[config.mk]
export PLATFORM = sky130hd
export DESIGN_NAME = usb_rx_stream_buffer
export DESIGN_NICKNAME = d
export VERILOG_FILES = /design/src/rtl/usb_rx_stream_buffer.sv
export SDC_FILE = /design/constraint.sdc
export NUM_CORES = 1
export LEC_CHECK = 0
export CORE_MARGIN = 5
export CORE_UTILIZATION = 40
export DETAILED_ROUTE_END_ITERATION = 8
export PLACE_DENSITY_LB_ADDON = 0.3
export SYNTH_ARGS = -nofsm -noshare
export SYNTH_HDL_FRONTEND = slang
export SYNTH_SLANG_ARGS = --single-unit
[constraint.sdc]
create_clock -name clk -period 3.4 [get_ports clk]
set_input_delay 0.85 -clock clk [delete_from_list [all_inputs] [get_ports clk]]
set_output_delay 0.85 -clock clk [all_outputs]
set_load 0.02 [all_outputs]
[src/rtl/usb_rx_stream_buffer.sv]
`default_nettype none
// ============================================================================
// Module      : usb_rx_stream_buffer
// Description : Receive-side buffer behind the FX3 slave-FIFO read controller.
//               Watches the controller's active-low read strobe (slrd), delays
//               it by the FX3 read latency so that every strobe captures
//               exactly one word from usb_data, queues the captured words in a
//               small FIFO and presents them as a valid/ready stream. A
//               combinational hold (rx_hold) tells the controller to stop
//               strobing once every free slot is spoken for.
//
// Ports       : clk        - system clock (shared with the read controller)
//               rst        - synchronous active-high reset
//               slrd       - read strobe from the controller, active low
//               usb_data   - FX3 data bus
//               rx_hold    - 1 = controller must keep slrd high this cycle
//               m_data     - stream data (FIFO head, straight from storage)
//               m_valid    - stream valid (FIFO not empty)
//               m_ready    - stream ready from the consumer
//               word_count - total words accepted into the FIFO (wraps)
//               overflow   - sticky, a captured word was dropped
//
// Revision    : 1.0 - initial release
// ============================================================================
module usb_rx_stream_buffer #(
    parameter int DATA_W     = 32,
    parameter int DEPTH      = 8,   // power of two, >= 4
    parameter int RD_LATENCY = 2    // 1..3
) (
    input  logic              clk,
    input  logic              rst,
    input  logic              slrd,
    input  logic [DATA_W-1:0] usb_data,
    output logic              rx_hold,
    output logic [DATA_W-1:0] m_data,
    output logic              m_valid,
    input  logic              m_ready,
    output logic [31:0]       word_count,
    output logic              overflow
);

    // ------------------------------------------------------------------------
    // Derived widths and constants
    // ------------------------------------------------------------------------
    localparam int PTR_W = $clog2(DEPTH);
    localparam int CNT_W = PTR_W + 1;
    // Occupancy plus in-flight requests; two extra bits cover up to three
    // outstanding reads on top of a full FIFO.
    localparam int LVL_W = CNT_W + 2;

    localparam logic [PTR_W-1:0] c_ptr_one  = PTR_W'(1);
    localparam logic [CNT_W-1:0] c_cnt_one  = CNT_W'(1);
    localparam logic [CNT_W-1:0] c_cnt_full = CNT_W'(DEPTH);
    localparam logic [LVL_W-1:0] c_lvl_full = LVL_W'(DEPTH);

    // ------------------------------------------------------------------------
    // State
    // ------------------------------------------------------------------------
    logic [RD_LATENCY-1:0] r_rd_pipe;
    logic [DATA_W-1:0]     r_mem [DEPTH];
    logic [PTR_W-1:0]      r_wr_ptr;
    logic [PTR_W-1:0]      r_rd_ptr;
    logic [CNT_W-1:0]      r_count;
    logic [31:0]           r_word_count;
    logic                  r_overflow;

    // ------------------------------------------------------------------------
    // Combinational control
    // ------------------------------------------------------------------------
    logic [RD_LATENCY-1:0] w_rd_pipe_nxt;
    logic [LVL_W-1:0]      w_pending;
    logic [LVL_W-1:0]      w_level;
    logic                  w_capture;
    logic                  w_not_empty;
    logic                  w_full;
    logic                  w_pop;
    logic                  w_push;
    logic                  w_drop;

    // The read-latency pipe: a strobe sampled at edge t marks bit 0, and the
    // mark reaches the top bit so that usb_data is captured at edge
    // t + RD_LATENCY, exactly when the FX3 drives the requested word.
    generate
        if (RD_LATENCY == 1) begin : g_pipe_single
            assign w_rd_pipe_nxt = ~slrd;
        end else begin : g_pipe_shift
            assign w_rd_pipe_nxt = {r_rd_pipe[RD_LATENCY-2:0], ~slrd};
        end
    endgenerate

    // Every set bit in the pipe is a word already requested from the FX3
    // that has not been pushed yet, including the one captured this cycle.
    always_comb begin
        w_pending = '0;
        for (int i = 0; i < RD_LATENCY; i++) begin
            w_pending = w_pending + LVL_W'(r_rd_pipe[i]);
        end
    end

    assign w_level     = LVL_W'(r_count) + w_pending;
    assign w_capture   = r_rd_pipe[RD_LATENCY-1];
    assign w_not_empty = (r_count != '0);
    assign w_full      = (r_count == c_cnt_full);

    assign w_pop  = w_not_empty & m_ready;
    // A full FIFO still accepts a word when the head leaves in the same cycle.
    assign w_push = w_capture & (~w_full | w_pop);
    // Only reachable when the controller ignored rx_hold.
    assign w_drop = w_capture & w_full & ~w_pop;

    // Reserving a slot for every in-flight request means a capture can never
    // find the FIFO full as long as the controller obeys the hold.
    assign rx_hold = (w_level >= c_lvl_full);

    // ------------------------------------------------------------------------
    // Sequential logic
    // ------------------------------------------------------------------------
    always_ff @(posedge clk) begin
        if (rst) begin
            r_rd_pipe    <= '0;
            r_wr_ptr     <= '0;
            r_rd_ptr     <= '0;
            r_count      <= '0;
            r_word_count <= '0;
            r_overflow   <= 1'b0;
        end else begin
            r_rd_pipe <= w_rd_pipe_nxt;

            if (w_push) begin
                r_wr_ptr     <= r_wr_ptr + c_ptr_one;
                r_word_count <= r_word_count + 32'd1;
            end

            if (w_pop) begin
                r_rd_ptr <= r_rd_ptr + c_ptr_one;
            end

            case ({w_push, w_pop})
                2'b10:   r_count <= r_count + c_cnt_one;
                2'b01:   r_count <= r_count - c_cnt_one;
                default: r_count <= r_count;
            endcase

            if (w_drop) begin
                r_overflow <= 1'b1;
            end
        end
    end

    // Storage is cleared on reset so the head reads as zero out of reset.
    // When full with a simultaneous pop, the write slot equals the read slot
    // being vacated, so the overwrite is safe.
    always_ff @(posedge clk) begin
        if (rst) begin
            for (int i = 0; i < DEPTH; i++) begin
                r_mem[i] <= '0;
            end
        end else if (w_push) begin
            r_mem[r_wr_ptr] <= usb_data;
        end
    end

    // ------------------------------------------------------------------------
    // Outputs
    // ------------------------------------------------------------------------
    assign m_data     = r_mem[r_rd_ptr];
    assign m_valid    = w_not_empty;
    assign word_count = r_word_count;
    assign overflow   = r_overflow;

endmodule
`default_nettype wire

* Word-level counts from Yosys, hierarchy flattened
Memory sizes are Yosys's and may differ from the RTL's. A register that Yosys moved wholly into a read port is not among the register bits.
Index checks and enable logic that the tools add are counted.
** Word-level totals
- Bits in registers :: 45
- Bits in writable memories :: 256
- Input bits :: 36
- Logic and storage cells :: 40
- Memories kept :: 1
** Cells by class
- Add/sub/neg operators :: 7
- Magnitude comparators :: 1
- Equal/unequal tests :: 3
- Muxes and demuxes :: 11
- Bitwise gates (word level) :: 8
- Reductions and logical operators :: 3
** Memory list
- r_mem :: words 8, width 32, rd ports 1, clocked after memory_dff 1, wr ports 8, RTL line 60 : logic [DATA_W-1:0] r_mem [DEPTH];
** Operators with widths (count)
- adder 32 x 1 -> 32 bit, second input constant :: 1
- two-way mux 32 bit :: 1
- OR reduction 32 bit :: 1
- two-way mux 3 bit :: 3
- case mux 4 bit (2 select lines) :: 1
- adder 3 x 1 -> 3 bit, second input constant :: 2
- two-way mux 1 bit :: 6
- adder 4 x 2 -> 5 bit :: 1
- greater-or-equal comparator 5 x 4 -> 1 bit, second input constant :: 1
- adder 4 x 1 -> 4 bit, second input constant :: 1
- AND 1 bit :: 4
- equality test 4 bit, second input constant :: 1
- nonzero test 4 bit :: 1
- subtractor 4 x 1 -> 4 bit, second input constant :: 1
- inverter 1 bit :: 3
- adder 1 x 1 -> 2 bit :: 1
- equality test 2 x 1 -> 1 bit, second input constant :: 1
- equality test 2 bit, second input constant :: 1
- nonzero test 2 bit :: 1
- bitwise OR 1 bit :: 1

* Logic depth before layout (Yosys ltp)
Gate-level depths: netlist of run 1.
- Word-level depth :: 9
- Depth in mapped cells :: 9
- Mapped depth without buffers :: 8

* Worst setup path before layout of run 1
OpenSTA, ideal clock, no wires.
- Kind :: register to output
- Start point :: register (tool-made name)
- End point :: output m_data[0]
- Data arrival time :: 1.825 ns
- Required time :: 2.550 ns
- Path slack :: 0.725 ns
- Cell stages (with the launch flop) :: 5
- Path buffers :: 2
- Cell sequence :: dfxtp_1 > clkbuf_1 > buf_2 > mux4_2 > mux2_2
** RTL lines
- end: declaration :: RTL line 35 : output logic [DATA_W-1:0] m_data,

==> key figures, run 1 <==
Floorplanning
  – Chip Height: 194.3 um
  – Die width: 194.3 um
  – Ports: 103
  – Core Area: 0.03353 mm2
  – Die Area: 0.03775 mm2
  – Cell row count: 67
  – Starting Density: 40.51%

Synthesis
  – Syn Inst Count: 924
  – Post-synthesis simple-gate area fraction: 17.32%
  – Netlist cell types: 51
  – Synth top area share: 56.59%
  – Flops & latches, synth: 304
  – Sequential fraction of the synthesis area: 63.66%
  – Synth Flop Type: edfxtp_1
  – Post-synth EDFFs: 256
  – Syn. warnings: 0
  – Multiplexer share of the synthesized area: 13.26%
  – Synth Area in XOR/XNOR: 1.612%
  – Ys async rst share: 0%
  – Largest area contributor in the netlist: edfxtp_1
  – Synth Area in Compound Gates: 1.741%
  – Adder-Cell Fraction of Synth Area: 0.6078%
  – Combinational family with the most area after synthesis: simple AND/OR/NAND/NOR gates
  – Post-Syn Area: 0.01359 mm2
  – Dominant cells by area after synthesis: edfxtp_1, and2_1, mux4_2, dfxtp_1, mux2_2
  – Mean Syn Cell Area: 14.70 um2
  – Syn Nets: 966

Setup path
  – Worst path top cell family by delay: multiplexers
  – Worst setup path category: reg2out
  – RR Endpoint: r_count[2]
  – CP arrival: 2.40 ns
  – Critical R2R Launch: r_count[1]
  – Reg2reg path depth: 8
  – Worst-path fanout max: 17
  – Critical path's slowest cell: mux4_2
  – Startpoint Class: register
  – Largest stage delay, worst path: 0.52 ns
  – Crit path cell chain: buf_4 -> buf_16 -> mux4_2 -> mux2_2 -> dlygate4sd2_1
  – Critical Path Sink Type: output pin
  – Crit path buf inv count: 3
  – Flop2flop setup slack: 0.83 ns
  – Critical Path RT: 2.55 ns

STA
  – Setup violators final: 0
  – TNS Setup: 0 ns
  – Final Max Slew Viols: 0
  – Final Hold Viols: 0
  – Max frequency: 0.3078 GHz
  – Slew Limit Headroom: 29.56%
  – RSZ-0062 raised after global routing: no
  – Final period util: 95.54%
  – Final WS setup: 0.1515 ns
  – Worst Tran Pin Value: 1.057 ns
  – Max Clock Skew: 0.009850 ns
  – Min cycle time layout: 3.249 ns

Placed design
  – Placed cell area: 0.01531 mm2
  – Detailed placement HPWL: 18,060 um
  – Inst Count DP: 1,450
  – Pre-CTS setup slack: 0.3146 ns
  – Gpl congestion: 0.7337
  – I/O Buffers: 102

Outcome
  – Status: complete, no violations

Clocking
  – Clk buf depth: 3
  – Clock Latency Late Sink: 0.50 ns
  – H-tree levels: 2
  – Clock Sinks: 304
  – CTS buffer count: 35
  – Clk slew on worst S/H paths: 0.06 ns
  – Root buffer cell: clkbuf_16
  – TritonCTS clock tree: built

Global route
  – Total GRT Usage: 17.08%
  – Total global routing overflow: 0
  – First-pass GRT wire length: 50,310 um
  – Initial antenna violation count: 4
  – Largest net degree at the start of global routing: 47
  – Vias in the first global route: 8,285

Flow run
  – Max-cap violations: 0

Finish
  – Fin nets: 1,086
  – ANT cells: 0
  – Non-Filler Instances: 1,518
  – Area delta synth->final: 21.28%
  – Commonest cells after routing, fill and taps aside: and2_1, edfxtp_1, clkdlybuf4s50_1
  – Layout cells sized above 1: 19.53%
  – Fill count: 2,882
  – Design area: 0.01648 mm2

Routing
  – WL/cell: 21.29 um
  – Vias: 7,802
  – DRC viols: 0
  – Routed vias/inst: 5.140
  – DR pass1 iterations: 5
  – First DRT Iteration DRCs: 585
  – Antenna Violating Nets Remaining: 0
  – Post-Route WL: 32,320 um

Min path
  – Hold Crit Depth: 2
  – WHS Endpoint: r_rd_pipe[1]
  – HP Start: r_rd_pipe[0]
  – HP Class: reg2reg

Pwr
  – Max IR drop VDD: 0.2687 mV
  – Leakage: 0.005890 uW
  – Power per cell area: 583.0 mW/mm2
-- state kept, by name, summed over array words and instances (netlist names), named ones only --
signal      cells
overflow        1
r_count         4
r_mem         256
r_rd_pipe       2
r_rd_ptr        3
r_wr_ptr        3
word_count     32
-- routing by layer --
layer | part of all wire (%) | global-route usage, % | wire length [um]
met1 | 42 | 22.16 | 13680
met2 | 52 | 30.00 | 16670
met3 | 4.7 | 3.601 | 1528
met4 | 1.1 | 3.307 | 371
met5 | 0.21 | 0 | 67
-- worst register-to-register path, stage by stage, from the launching register on --
cell,delay (ns)
dfxtp_1,0.40
o41ai_1,0.91
nor2_1,0.15
xor2_1,0.19
ha_1,0.20
nor4_1,0.22
a31oi_1,0.08
xnor2_1,0.16
nor2b_1,0.12
-- through the flow --
step           total power, uW  util (%)  hold slack, ns
2_1_floorplan             5419         -          0.4412
5_1_grt                   9974     49.14          0.4971
4_1_cts                   9736     49.13          0.4695
6_report                  9605     49.14          0.4661
3_5_place_dp              6053     45.65          0.4641
3_3_place_gp              6042     45.65          0.4530
-- cells in the mapped netlist, drive strengths merged, types with 4 or more instances --
cell type,instances
a21oi,17
and2,256
and4,4
buf,12
clkbuf,41
dfxtp,48
edfxtp,256
ha,5
inv,7
mux2,32
mux4,64
nand2,21
nand3,15
nand4,10
nor2,37
nor3,10
nor4,10
o21ai,10
o31ai,4
or2,9
or3,8
or4,4
xnor2,15
xor2,10
-- worst max path at each step --
stage,from,to,slack (ns),cells after the start
after global placement,m_ready,word_count[19],0.33,6
after detailed placement,m_ready,r_mem[2][13],0.31,4
final,register,m_data[14],0.15,5
after floorplan,register,m_data[0],0.72,4
after CTS,register,m_data[28],0.02,5
after global routing,register,m_data[14],0.07,5
-- repair_timing --
action | in CTS | in global routing
setup buffers | 3 | 0
setup endpoints to repair | 32 | 1
hold buffers | 0 | 0
gates cloned | 2 | 0
gates resized for setup | 36 | 1
-- final cells by class --
class | count | area (um2) | share of cell area (%)
Clock inverter | 15 | 103.9 | 0.6303
Tap cell | 448 | 560.5 | 3.402
Multi-Input combinational cell | 560 | 4733 | 28.73
Sequential cell | 304 | 8656 | 52.53
Timing Repair Buffer | 136 | 1406 | 8.535
Inverter | 7 | 26.28 | 0.1595
Clock buffer | 48 | 991.0 | 6.014
-- power breakdown --
group | internal [uW] | total, uW | switching (uW)
Sequential | 4180 | 4270 | 92.0
Clock | 2120 | 3580 | 1460
Combinational | 929 | 1750 | 824
Total | 7230 | 9610 | 2380
-- kinds of logic (layout without fill, tap and decap cells) --
group / after synthesis / after routing
AND/OR/NAND/NOR: 393 / 393
flip-flops: 304 / 304
multiplexers: 96 / 96
buffers and inverters: 60 / 206
AO/OA/AOI/OAI: 40 / 40
XOR/XNOR: 25 / 25
adder cells (fa/ha/maj): 6 / 6
Power figures use the tool's default switching activity.
==> run 2: changes to the inputs <==
--- a/config.mk
+++ b/config.mk
@@ -6,8 +6,9 @@
 export NUM_CORES = 1
 export LEC_CHECK = 0
 export CORE_MARGIN = 5
-export CORE_UTILIZATION = 40
+export CORE_UTILIZATION = 45
 export DETAILED_ROUTE_END_ITERATION = 8
+export MAX_ROUTING_LAYER = met4
 export PLACE_DENSITY_LB_ADDON = 0.3
 export SYNTH_ARGS = -nofsm -noshare
 export SYNTH_HDL_FRONTEND = slang
==> key figures, run 2 (synthesis gave the netlist of run 1 again) <==
Pwr
  – Sw power: 2294 uW (-3.5%)
  – Clk pwr share: 37.7% (+0.4 points)
  – Max IR drop VDD: 0.3612 mV (+34%)
  – Int Power: 7230 uW (about the same)
  – Leakage: 0.005971 uW (+1.4%)
  – Switch share: 24.08% (-0.67 points)
  – Seq pwr share: 44.8% (+0.4 points)
  – Power per cell area: 582.2 mW/mm2 (-0.12%)
  – Combinational group share of total power: 17.5% (-0.7 points)

Clocking
  – Clock Sinks: 304 (unchanged)
  – CTS buffer count: 34 (-2.9%)
  – H-tree levels: 2 (unchanged)
  – Clk buf depth: 3 (unchanged)
  – Clock Latency Late Sink: 0.50 ns (about the same)
  – Clk slew on worst S/H paths: 0.06 ns (about the same)
  – Setup Buffers After CTS: 0 (-3)
  – Root buffer cell: clkbuf_16
  – TritonCTS clock tree: built

STA
  – Final period util: 96.85% (+1.3 points)
  – Slew Limit Headroom: 34.29% (+4.7 points)
  – Final Hold Viols: 0 (unchanged)
  – Max frequency: 0.3037 GHz (-1.3%)
  – Worst Tran Pin Value: 0.9730 ns (-0.08365 ns)
  – Max Clock Skew: 0.01478 ns (+0.004929 ns)
  – Min cycle time layout: 3.293 ns (+0.04436 ns)
  – RSZ-0062 raised after global routing: no
  – Setup violators final: 0 (unchanged)
  – Final Max Slew Viols: 0 (unchanged)

Routing
  – Antenna Violating Nets Remaining: 0 (unchanged)
  – WL/cell: 20.64 um (-3.1%)
  – DRC viols: 0 (unchanged)
  – DR pass1 iterations: 4 (-1)
  – First DRT Iteration DRCs: 461 (-21%)
  – Post-Route WL: 30,110 um (-6.8%)
  – Vias: 7,767 (-0.45%)
  – Routed vias/inst: 5.324 (+3.6%)

Finish
  – Layout cells sized above 1: 19.12% (-0.41 points)
  – Most flops, register: r_mem
  – Max reg flops: 256 (unchanged)
  – Area delta synth->final: 20.40%
  – Final core occ: 55.04% (+5.9 points)
  – Fill count: 2,389 (-17%)
  – Commonest cells after routing, fill and taps aside: and2_1, edfxtp_1, clkdlybuf4s50_1
  – Design area: 0.01636 mm2 (-0.73%)
  – Fin nets: 1,085 (-0.092%)

Setup path
  – Critical Path RT: 2.55 ns (about the same)
  – Worst-path fanout max: 36 (+19)
  – Critical Path Sink Type: output pin
  – Worst setup path category: reg2out
  – CP arrival: 2.44 ns (+0.04 ns)
  – Startpoint Class: register

Floorplanning
  – Ports: 103 (unchanged)
  – Die width: 183.8 um (-5.4%)
  – Die Area: 0.03376 mm2 (-11%)
  – Chip Height: 183.8 um (-5.4%)
  – Core Area: 0.02972 mm2 (-11%)
  – Starting Density: 45.72% (+5.2 points)
  – Cell row count: 63 (-6.0%)

Global route
  – Largest net degree at the start of global routing: 65 (+38%)
  – Initial antenna violation count: 2 (-2)
  – First-pass GRT wire length: 47,260 um (-6.1%)
  – Total GRT Usage: 18.51% (+1.4 points)
  – Vias in the first global route: 8,328 (+0.52%)
  – Total global routing overflow: 0 (unchanged)

Flow run
  – Max-cap violations: 0 (unchanged)

Min path
  – HP Class: reg2reg

Placed design
  – Detailed placement HPWL: 17,600 um (-2.6%)
  – I/O Buffers: 102 (unchanged)
  – Placed cell area: 0.01520 mm2 (-0.69%)
  – Gpl congestion: 0.7962 (+8.5%)

Outcome
  – Status: complete, no violations
run 2: cell count changes in the layout (fill, tap and decap cells not counted), sizes merged:
| cell | change |
|---|---|
| dlygate4sd2 | -12 |
| dlymetal6s2s | +12 |
| clkbuf | -4 |
| bufinv | +2 |
| diode | +2 |
| bufbuf | -1 |
| clkinv | +1 |
| inv | -1 |
run 2: final timing paths:
| path | slack (ns) | to | cells after the start | from |
|---|---|---|---|---|
| min | 0.47 | r_rd_pipe[1] | 2 | r_rd_pipe[0] |
| max | 0.11 | m_data[25] | 4 | register |
| max reg2reg | 0.80 | r_mem[3][17] | 5 | r_count[1] |
| min reg2reg | 0.47 | r_rd_pipe[1] | 2 | r_rd_pipe[0] |
run 2: layout make-up:
type                            instances  area (um2)  area share [%]
Tap cell                              390       488.0           2.983
Inverter                                7       26.28          0.1606
Sequential cell                       304        8656           52.92
Clock inverter                         17       151.4          0.9256
Timing Repair Buffer                  136        1349           8.246
Clock buffer                           43       948.4           5.798
Antenna cell                            2       5.005         0.03060
Multi-Input combinational cell        560        4733           28.94
run 2: metal layers:
layer	global-route usage (%)	vias up	wire length [um]
met1	24.73	3919	13630
met4	4.052	0	446
met5	-	-	0
met2	30.53	165	14860
li1	-	3645	-
met3	2.691	38	1175
run 2: power by group through the flow:
stage	logic, uW	registers [uW]	clock network (uW)
2_1_floorplan	1130	4290	0
5_1_grt	1790	4280	3820
3_5_place_dp	1720	4330	0
3_3_place_gp	1710	4320	0
6_report	1660	4270	3590
4_1_cts	1690	4260	3670
run 2: worst max-delay path, stage by stage, from the launching register on:
cell           delay (ns)
dfxtp_4              0.43
buf_16               0.28
mux4_2               0.58
mux2_2               0.28
dlygate4sd2_1        0.33
run 2: stage by stage:
step	power, uW	hold slack (ns)	setup TNS, ns	worst slack (ns)	cells
2_1_floorplan	5419	0.4412	0	0.7249	924
3_3_place_gp	6035	0.4600	0	0.2918	1396
3_5_place_dp	6048	0.4645	0	0.2647	1396
4_1_cts	9611	0.4717	-0.6526	-0.07957	1456
5_1_grt	9896	0.4964	0	0.01987	1459
6_report	9524	0.4709	0	0.1071	1459
run 2: repair_timing:
action	in CTS	in global routing
pin swaps	0	0
endpoints found under the setup margin	33	13
hold buffers	0	0
gates resized for setup	23	13
cloned	0	1
endpoints found under the hold margin	0	0
==> run 3: changes to the inputs <==
--- a/config.mk
+++ b/config.mk
@@ -5,6 +5,7 @@
 export SDC_FILE = /design/constraint.sdc
 export NUM_CORES = 1
 export LEC_CHECK = 0
+export CORE_ASPECT_RATIO = 0.5
 export CORE_MARGIN = 5
 export CORE_UTILIZATION = 45
 export DETAILED_ROUTE_END_ITERATION = 8
==> key figures, run 3 (synthesis gave the netlist of run 1 again) <==
Outcome
  – Status: complete, no violations

Setup path
  – Flop2flop setup slack: 0.68 ns (-0.12 ns)
  – Critical Path Sink Type: output pin
  – Critical Path RT: 2.55 ns (about the same)
  – Startpoint Class: register
  – Worst path top cell family by delay: multiplexers
  – Reg2reg path depth: 5 (unchanged)
  – RR Endpoint: r_mem[3][31]
  – Crit path buf inv count: 2 (unchanged)
  – CP arrival: 2.43 ns (about the same)
  – Crit path capture: m_data[13]
  – Crit path cell chain: buf_12 -> mux4_2 -> mux2_2 -> clkdlybuf4s50_1
  – Largest stage delay, worst path: 0.53 ns (-0.05 ns)
  – Critical path's slowest cell: clkdlybuf4s50_1
  – Worst setup path category: reg2out
  – Critical R2R Launch: r_count[1]
  – Worst-path fanout max: 12 (-67%)
  – Worst path depth: 4 (unchanged)

Floorplanning
  – Cell row count: 45 (-29%)
  – Ports: 103 (unchanged)
  – Chip Height: 132.9 um (-28%)
  – Core Area: 0.03007 mm2 (+1.2%)
  – Die width: 255.7 um (+39%)
  – Starting Density: 45.19% (-0.53 points)
  – Die Area: 0.03398 mm2 (+0.63%)

Placed design
  – Inst Count DP: 1,400 (+0.29%)
  – I/O Buffers: 102 (unchanged)
  – Detailed placement HPWL: 17,620 um (+0.10%)
  – Gpl congestion: 0.7651 (-3.9%)

Routing
  – Post-Route WL: 29,870 um (-0.80%)
  – DR pass1 iterations: 5 (+1)
  – First DRT Iteration DRCs: 574 (+25%)
  – Vias: 7,839 (+0.93%)
  – Antenna Violating Nets Remaining: 0 (unchanged)
  – WL/cell: 20.50 um (-0.66%)
  – Routed vias/inst: 5.380 (+1.1%)
  – DRC viols: 0 (unchanged)

Finish
  – Max reg flops: 256 (unchanged)
  – Fill count: 2,462 (+3.1%)
  – Fin nets: 1,079 (-0.55%)
  – Non-Filler Instances: 1,457 (-0.14%)
  – Commonest cells after routing, fill and taps aside: and2_1, edfxtp_1, clkdlybuf4s50_1
  – Most flops, register: r_mem
  – Layout cells sized above 1: 18.84% (-0.27 points)
  – Area delta synth->final: 18.81%

Clocking
  – CTS buffer count: 29 (-15%)
  – H-tree levels: 1 (-1)
  – TritonCTS clock tree: built
  – Clock Sinks: 304 (unchanged)
  – Hold_buf cts: 0 (unchanged)
  – Clock Latency Late Sink: 0.56 ns (+0.06 ns)
  – Root buffer cell: clkbuf_16
  – Clk slew on worst S/H paths: 0.07 ns (about the same)
  – Clk buf depth: 3 (unchanged)

STA
  – Slew Limit Headroom: 32.17% (-2.1 points)
  – Final Hold Viols: 0 (unchanged)
  – Final period util: 96.41% (-0.44 points)
  – Setup violators final: 0 (unchanged)
  – Final Max Slew Viols: 0 (unchanged)
  – Fin Hold WS: 0.4729 ns (+0.002001 ns)
  – TNS Setup: 0 ns (unchanged)
  – Worst Tran Pin Value: 1.004 ns (+0.03135 ns)
  – Max frequency: 0.3051 GHz (+0.46%)
  – Max Clock Skew: 0.01983 ns (+0.005046 ns)
  – Min cycle time layout: 3.278 ns (-0.01502 ns)
  – RSZ-0062 raised after global routing: no

Flow run
  – Max-cap violations: 0 (unchanged)

Global route
  – Most Crowded Layer GR: met2
  – Met1 Use GR: 23.98% (-0.74 points)
  – Vias in the first global route: 8,291 (-0.44%)
  – Total global routing overflow: 0 (unchanged)
  – Met3 usage: 2.822% (+0.13 points)
  – First-pass GRT wire length: 47,130 um (-0.26%)
  – Largest net degree at the start of global routing: 50 (-23%)
  – Global-route met2 utilization: 30.82% (+0.29 points)
  – Total GRT Usage: 18.20% (-0.31 points)
  – Initial antenna violation count: 2 (unchanged)

Pwr
  – Leakage: 0.005765 uW (-3.5%)
  – Power per cell area: 553.3 mW/mm2 (-5.0%)
  – Max IR drop VDD: 0.4074 mV (+13%)

Min path
  – HP Class: reg2reg
==> run 3: worst min path at each step <==
stage	startpoint	endpoint	slack [ns]	depth (start not counted)
2_1_floorplan	r_rd_pipe[0]	r_rd_pipe[1]	0.44	2
6_report	r_rd_pipe[0]	r_rd_pipe[1]	0.47	2
3_5_place_dp	r_rd_pipe[0]	r_rd_pipe[1]	0.47	2
4_1_cts	r_rd_pipe[0]	r_rd_pipe[1]	0.48	2
5_1_grt	r_rd_pipe[0]	r_rd_pipe[1]	0.52	2
3_3_place_gp	overflow	overflow	0.45	2
==> run 3: routing by layer <==
layer / share of wire [%] / up-vias
li1: - / 3631
met3: 3.8 / 31
met4: 1.4 / 0
met5: 0 / -
met2: 51 / 182
met1: 44 / 3995
==> run 3: through the flow <==
stage	worst slack (ns)	power, uW	util [%]	cell area (um2)
6_report	0.1221	8931	53.68	16140
2_1_floorplan	0.7249	5419	-	13590
5_1_grt	0.03421	9320	53.68	16140
3_3_place_gp	0.2388	6103	50.81	15280
3_5_place_dp	0.2205	6116	50.81	15280
4_1_cts	0.0002292	9004	53.55	16100
==> run 3: what timing repair did <==
action,4_1_cts,5_1_grt
gates resized for setup,30,3
setup endpoints to repair,33,4
cloned,0,0
setup buffers,3,2
==> run 3: worst min-delay path, cell delays in order (launching register included) <==
cell	delay [ns]
dfxtp_1	0.30
inv_1	0.08
nor2_1	0.05
==> run 3: layout make-up <==
class	count	area (um2)	share of cell area (%)
Sequential cell	304	8657	53.64
Multi-Input combinational cell	560	4733	29.33
Timing Repair Buffer	135	1385	8.581
Clock buffer	32	737.0	4.566
Tap cell	399	499.2	3.093
Clock inverter	18	97.59	0.6047
Inverter	7	26.28	0.1628
Antenna cell	2	5.005	0.03101
==> run 3: power breakdown <==
group,switching (uW),internal (uW)
registers,90.3,4170
logic,811,913
clock network,1380,1560
